**config.mk**
```make
export PLATFORM = sky130hd
export DESIGN_NAME = multicycle_ctrl
export DESIGN_NICKNAME = d
export VERILOG_FILES = /design/src/rtl/cpu_ctrl_pkg.sv /design/src/rtl/ctrl_wait_timer.sv /design/src/rtl/multicycle_ctrl.sv
export SDC_FILE = /design/constraint.sdc
export NUM_CORES = 1
export LEC_CHECK = 0
export CAP_MARGIN = 5
export CORE_ASPECT_RATIO = 2
export CORE_MARGIN = 4
export CORE_UTILIZATION = 37
export DETAILED_ROUTE_END_ITERATION = 10
export PLACE_DENSITY = 0.87
export SYNTH_ARGS = -nofsm -noshare
export SYNTH_HDL_FRONTEND = slang
export SYNTH_HIERARCHICAL = 1
export SYNTH_SLANG_ARGS = --single-unit
```
**constraint.sdc**
```tcl
create_clock -name clk -period 2.3 [get_ports clk]
set_clock_uncertainty 0.1 [all_clocks]
set_input_delay 0.575 -clock clk [delete_from_list [all_inputs] [get_ports clk]]
set_output_delay 0.575 -clock clk [all_outputs]
set_load 0.02 [all_outputs]
```
**src/rtl/cpu_ctrl_pkg.sv**
```systemverilog
// Shared types and encodings for the RV32I multicycle controller:
// FSM state enum, base opcodes, and PC/writeback mux selects.
package cpu_ctrl_pkg;

    typedef enum logic [2:0] {
        ST_FETCH   = 3'd0,
        ST_DECODE  = 3'd1,
        ST_EXECUTE = 3'd2,
        ST_MEM     = 3'd3,
        ST_WB      = 3'd4,
        ST_HALT    = 3'd5
    } ctrl_state_e;

    localparam logic [6:0] OP_LUI    = 7'b0110111;
    localparam logic [6:0] OP_AUIPC  = 7'b0010111;
    localparam logic [6:0] OP_JAL    = 7'b1101111;
    localparam logic [6:0] OP_JALR   = 7'b1100111;
    localparam logic [6:0] OP_BRANCH = 7'b1100011;
    localparam logic [6:0] OP_LOAD   = 7'b0000011;
    localparam logic [6:0] OP_STORE  = 7'b0100011;
    localparam logic [6:0] OP_OPIMM  = 7'b0010011;
    localparam logic [6:0] OP_OP     = 7'b0110011;

    localparam logic [1:0] PC_SRC_PLUS4  = 2'd0;
    localparam logic [1:0] PC_SRC_TARGET = 2'd1;
    localparam logic [1:0] PC_SRC_JALR   = 2'd2;

    localparam logic [1:0] WB_SEL_ALU  = 2'd0;
    localparam logic [1:0] WB_SEL_LOAD = 2'd1;
    localparam logic [1:0] WB_SEL_PC4  = 2'd2;
    localparam logic [1:0] WB_SEL_IMM  = 2'd3;

    function automatic logic is_legal_opcode(input logic [6:0] op);
        unique case (op)
            OP_LUI, OP_AUIPC, OP_JAL, OP_JALR, OP_BRANCH,
            OP_LOAD, OP_STORE, OP_OPIMM, OP_OP: is_legal_opcode = 1'b1;
            default:                            is_legal_opcode = 1'b0;
        endcase
    endfunction

endpackage

```
**src/rtl/ctrl_wait_timer.sv**
```systemverilog
// Counts consecutive request-outstanding cycles without ack; flags expiry on
// the WAIT_MAX-th such cycle so an ack in that same cycle still wins.
module ctrl_wait_timer #(
    parameter int unsigned WAIT_MAX = 255
) (
    input  logic clk,
    input  logic rst_n,
    input  logic active,
    input  logic ack,
    output logic expired
);

    localparam int unsigned CW = (WAIT_MAX < 2) ? 1 : $clog2(WAIT_MAX + 1);
    localparam logic [CW-1:0] LAST = CW'(WAIT_MAX - 1);

    logic [CW-1:0] count_q;
    logic [CW-1:0] count_d;

    assign expired = active && !ack && (count_q == LAST);

    // Any cycle without an outstanding, unacknowledged request restarts the count.
    always_comb begin
        count_d = '0;
        if (active && !ack && !expired) begin
            count_d = count_q + CW'(1);
        end
    end

    always_ff @(posedge clk) begin
        if (!rst_n) begin
            count_q <= '0;
        end else begin
            count_q <= count_d;
        end
    end

endmodule

```
**src/rtl/multicycle_ctrl.sv**
```systemverilog
// Multicycle RV32I control FSM (FETCH/DECODE/EXECUTE/MEM/WB/HALT).
// Define MULTICYCLE_CTRL_INSTRET_EN to build the retired-instruction counter.
module multicycle_ctrl
    import cpu_ctrl_pkg::*;
#(
    parameter int unsigned WAIT_MAX = 255
) (
    input  logic        clk,
    input  logic        rst_n,
    input  logic [6:0]  opcode,
    input  logic [2:0]  funct3,
    input  logic        branch_taken,
    input  logic        imem_ack,
    input  logic        dmem_ack,
    output logic        imem_req,
    output logic        dmem_req,
    output logic        dmem_we,
    output logic [2:0]  dmem_size,
    output logic        ir_we,
    output logic        pc_we,
    output logic [1:0]  pc_src,
    output logic        rf_we,
    output logic [1:0]  wb_sel,
    output logic        alu_src_a,
    output logic        alu_src_b,
    output logic        halted,
    output logic        bus_err,
    output logic [31:0] instret
);

    ctrl_state_e state_q, state_d;
    logic        halted_q, halted_d;
    logic        bus_err_q, bus_err_d;
    logic [2:0]  dmem_size_q, dmem_size_d;

    logic wait_active;
    logic wait_ack;
    logic wait_expired;

    // Timer inputs come straight from the state register to keep the enable logic loop-free.
    assign wait_active = rst_n && ((state_q == ST_FETCH) || (state_q == ST_MEM));
    assign wait_ack    = (state_q == ST_FETCH) ? imem_ack : dmem_ack;

    ctrl_wait_timer #(
        .WAIT_MAX (WAIT_MAX)
    ) u_wait_timer (
        .clk     (clk),
        .rst_n   (rst_n),
        .active  (wait_active),
        .ack     (wait_ack),
        .expired (wait_expired)
    );

    always_comb begin
        state_d     = state_q;
        halted_d    = halted_q;
        bus_err_d   = bus_err_q;
        dmem_size_d = dmem_size_q;
        imem_req    = 1'b0;
        dmem_req    = 1'b0;
        dmem_we     = 1'b0;
        ir_we       = 1'b0;
        pc_we       = 1'b0;
        pc_src      = PC_SRC_PLUS4;
        rf_we       = 1'b0;
        wb_sel      = WB_SEL_ALU;
        alu_src_a   = 1'b0;
        alu_src_b   = 1'b0;

        if (rst_n) begin
            unique case (state_q)
                ST_FETCH: begin
                    imem_req = 1'b1;
                    if (imem_ack) begin
                        ir_we   = 1'b1;
                        state_d = ST_DECODE;
                    end else if (wait_expired) begin
                        state_d   = ST_HALT;
                        halted_d  = 1'b1;
                        bus_err_d = 1'b1;
                    end
                end
                ST_DECODE: begin
                    if (is_legal_opcode(opcode)) begin
                        state_d = ST_EXECUTE;
                    end else begin
                        state_d  = ST_HALT;
                        halted_d = 1'b1;
                    end
                end
                ST_EXECUTE: begin
                    alu_src_a = (opcode == OP_AUIPC) || (opcode == OP_JAL) || (opcode == OP_BRANCH);
                    alu_src_b = !((opcode == OP_OP) || (opcode == OP_BRANCH));
                    if (opcode == OP_BRANCH) begin
                        pc_we   = 1'b1;
                        pc_src  = branch_taken ? PC_SRC_TARGET : PC_SRC_PLUS4;
                        state_d = ST_FETCH;
                    end else if ((opcode == OP_LOAD) || (opcode == OP_STORE)) begin
                        dmem_size_d = funct3;
                        state_d     = ST_MEM;
                    end else begin
                        state_d = ST_WB;
                    end
                end
                ST_MEM: begin
                    dmem_req = 1'b1;
                    dmem_we  = (opcode == OP_STORE);
                    if (dmem_ack) begin
                        if (opcode == OP_STORE) begin
                            pc_we   = 1'b1;
                            state_d = ST_FETCH;
                        end else begin
                            state_d = ST_WB;
                        end
                    end else if (wait_expired) begin
                        state_d   = ST_HALT;
                        halted_d  = 1'b1;
                        bus_err_d = 1'b1;
                    end
                end
                ST_WB: begin
                    rf_we   = 1'b1;
                    pc_we   = 1'b1;
                    state_d = ST_FETCH;
                    unique case (opcode)
                        OP_LOAD:         wb_sel = WB_SEL_LOAD;
                        OP_JAL, OP_JALR: wb_sel = WB_SEL_PC4;
                        OP_LUI:          wb_sel = WB_SEL_IMM;
                        default:         wb_sel = WB_SEL_ALU;
                    endcase
                    if (opcode == OP_JAL) begin
                        pc_src = PC_SRC_TARGET;
                    end else if (opcode == OP_JALR) begin
                        pc_src = PC_SRC_JALR;
                    end
                end
                ST_HALT: begin
                    state_d = ST_HALT;
                end
                default: begin
                    state_d = ST_FETCH;
                end
            endcase
        end
    end

    always_ff @(posedge clk) begin
        if (!rst_n) begin
            state_q     <= ST_FETCH;
            halted_q    <= 1'b0;
            bus_err_q   <= 1'b0;
            dmem_size_q <= 3'd0;
        end else begin
            state_q     <= state_d;
            halted_q    <= halted_d;
            bus_err_q   <= bus_err_d;
            dmem_size_q <= dmem_size_d;
        end
    end

    assign halted    = halted_q;
    assign bus_err   = bus_err_q;
    assign dmem_size = dmem_size_q;

`ifdef MULTICYCLE_CTRL_INSTRET_EN
    logic [31:0] instret_q, instret_d;

    // pc_we is never raised in HALT, so the count freezes there without extra gating.
    always_comb begin
        instret_d = instret_q;
        if (pc_we) begin
            instret_d = instret_q + 32'd1;
        end
    end

    always_ff @(posedge clk) begin
        if (!rst_n) begin
            instret_q <= 32'd0;
        end else begin
            instret_q <= instret_d;
        end
    end

    assign instret = instret_q;
`else
    assign instret = 32'd0;
`endif

endmodule
```
==> results.md <==
- Clk slew on worst S/H paths: 70 ps
- Cell Area, Synth: 0.00137 mm2
- # port buffers: 31
- Post-synth EDFFs: 0
- Register bit total from synthesis: 16
- Crit path largest cell delay: 270 ps
- Seq/Total Area, Yosys: 23.3%
- Setup-failing EPs final: 0
- Worst r2r src: state_q[1]
- Layout Nets: 262
- Post-layout util: 57.2%
- Mean post-synth cell area: 7.98 um2
- I/O pins: 64
- Total clock sinks: 16
- Routed WL: 4100 um
- Non-filler instance count after layout: 293
- Die X: 51.1 um
- Final Max Slew Viols: 0
- Hold Path Class: flop to flop
- H-tree depth: 1
- Period utilization: 98.5%
- CP max-delay cell: dlygate4sd2_1
- Placed cells: 287
- Vias in the first global route: 1,445
- Die Ht: 94.1 um
- Yosys warns: 6
- Share of layout cells above drive strength 1: 38.9%
- Placer Congestion: 0.821
- Most numerous cell on the critical path: buf_4
- Worst Path Arrival: 1590 ps
- FF-to-FF End: halted
- Hold depth: 2
- Startpoint types: primary input
- P&R area growth vs syn: 50.2%
- Initial core utilization: 38.1%
- Setup TNS: 0 ps
- Worst Hold End: dmem_size[1]
- Fin Hold WS: 358 ps
- Status: finished clean
- Adder-cell share of the synthesized area: 1.82%
- Worst R2R Path Depth: 10
- Remaining DRCs: 0
- Commonest non-fill, non-tap cells in the layout: buf_4, conb_1, dfxtp_1
- Max VDD drop: 0.435 mV
- Compound-Gate Fraction of Synth Area: 16.9%
- CTS max path bufs: 2
- Critical-path cell list: dlygate4sd2_1 > buf_4 > inv_1 > a31oi_1 > nor3_2 > buf_4
- Synth Area in Simple Gates: 33.3%
- Tmin final: 2270 ps
- Initial DRT Pass Iterations: 5
- R2R setup slack: 80 ps
- Yosys cell types: 48
- Most common cell after layout, fill and taps aside: buf_4
- Root Driver: clkbuf_8
- Site Rows: 31
- Mux contribution to synthesized area: 0.820%
- Clock latency on the worst-skew pair: 250 ps
- Critical hold path startpoint: dmem_size[1]
- Total grt overflow: 0
- Leakage power: 0.902 nW
- Avg WL per Cell: 14.0 um
- Synth Area in XOR/XNOR: 2.55%
- Largest net degree at the start of global routing: 14
- Drt via density: 4.87
- Critical Path RT: 1620 ps
- Max-cap check violation count: 0
- Bufs and invs on worst path: 4
- CP delay by family, top: buffers and inverters
- CTS tree: built
- CP max FO: 7
- Post-route ant nets: 0
- Fmax: 0.441 GHz
- Cts bufs inserted: 3
- Power Density: 399 mW/mm2
- Vias: 1,427
- DPL Wire Length: 3230 um
- Critical path class: primary input to primary output
- FFs w/ async S/R, synth: 0%
- Initial antenna violation count: 0
- Final Hold Fails: 0
- DRT iter0 DRCs: 47
- First-pass GRT wire length: 6160 um
- Ys flop type: dfxtp_1
- CORE AREA: 0.00361 mm2
- Main combinational cell family by area after synthesis: simple AND/OR/NAND/NOR gates
- Die ar.: 0.00481 mm2
- N_diodes: 0
- All-Layer GR Usage: 16.7%
- Crit path capture type: primary output
- Synth Instances: 172
cells by family (layout without fill, tap and decap cells):
family	Yosys count	after routing
and+or+nand+nor	72	72
muxes	1	1
other	1	32
xor gates and xnor gates	4	4
DFF	16	16
AOI/OAI and AO/OA	33	33
buffers and inverters	43	84
adders and majority gates	2	2
what timing repair did:
item                                    in CTS  in global routing
pin swaps                                    7                  7
endpoints found under the setup margin      17                 11
setup buffers                                1                  1
hold buffers                                 0                  0
gates resized for setup                     77                 19
worst max-delay path by stage:
stage / from / end / slack (ps) / depth (start not counted)
6_report: opcode[5] / alu_src_a / 30 / 6
5_1_grt: opcode[5] / alu_src_a / -40 / 6
4_1_cts: opcode[2] / pc_src[0] / 10 / 5
3_5_place_dp: opcode[3] / pc_src[0] / -800 / 5
3_3_place_gp: opcode[2] / pc_src[0] / -800 / 5
2_1_floorplan: rst_n / halted / -50 / 9
synth_stat cells (2+ instances only):
cell,instances,area share (%)
a21boi_1,3,1.6
a21oi_1,11,4.0
a31oi_1,2,0.91
and3_1,3,1.4
and3_2,2,1.1
buf_4,32,18
clkbuf_1,4,1.1
dfxtp_1,16,23
ha_1,2,1.8
inv_1,6,1.6
nand2_1,9,2.5
nand3_1,7,2.6
nand3b_1,2,1.1
nand4_1,4,1.8
nor2_1,10,2.7
nor2b_1,5,2.3
nor3_1,11,4.0
nor3b_1,4,2.2
nor4_1,2,0.91
o21a_1,2,1.1
o21ai_0,5,1.8
or4_1,2,1.1
xor2_1,3,1.9
cell type report:
type	count	area [um2]
Fill cell	321	1550
Multi-Input combinational cell	144	1010
Timing Repair Buffer	74	593
Sequential cell	16	322
Tap cell	49	61.3
Clock buffer	4	55.1
Inverter	6	22.5
per-stage QoR:
step / setup slack [ps] / power (mW) / instance area [um2]
2_1_floorplan: -51.7 / 0.484 / 1540
3_3_place_gp: -798 / 0.558 / 1960
3_5_place_dp: -805 / 0.562 / 1960
4_1_cts: 14.2 / 0.814 / 2030
5_1_grt: -36.8 / 0.859 / 2060
6_report: 34.7 / 0.823 / 2060
state kept, by name, indices dropped and copies added, names as in the netlist:
signal and cells:
halted 1, bus_err 1, dmem_size 3, state_q 3, u_wait_timer/count_q 8
where the power goes:
group | switching [mW] | leakage (nW) | total, mW | internal, mW
clock network | 0.101 | 0.0288 | 0.253 | 0.152
logic | 0.158 | 0.743 | 0.276 | 0.117
registers | 0.00871 | 0.130 | 0.295 | 0.286
total | 0.268 | 0.902 | 0.823 | 0.556
metal layers:
metal	global-route usage, %	vias to the layer above	share of wire, %
met1	13.4	674	32
met3	1.75	10	4.6
li1	-	693	-
met4	10.1	0	2.7
met5	0	-	0
met2	35.1	50	60
worst reg2reg max path, delay by kind of cell (launching register included):
kind | cells | cell delay (ps)
compound gates | 3 | 500
buf+inv | 4 | 520
flops | 1 | 360
simple gates | 3 | 610
Note: power is estimated with default switching activity, not from simulation.
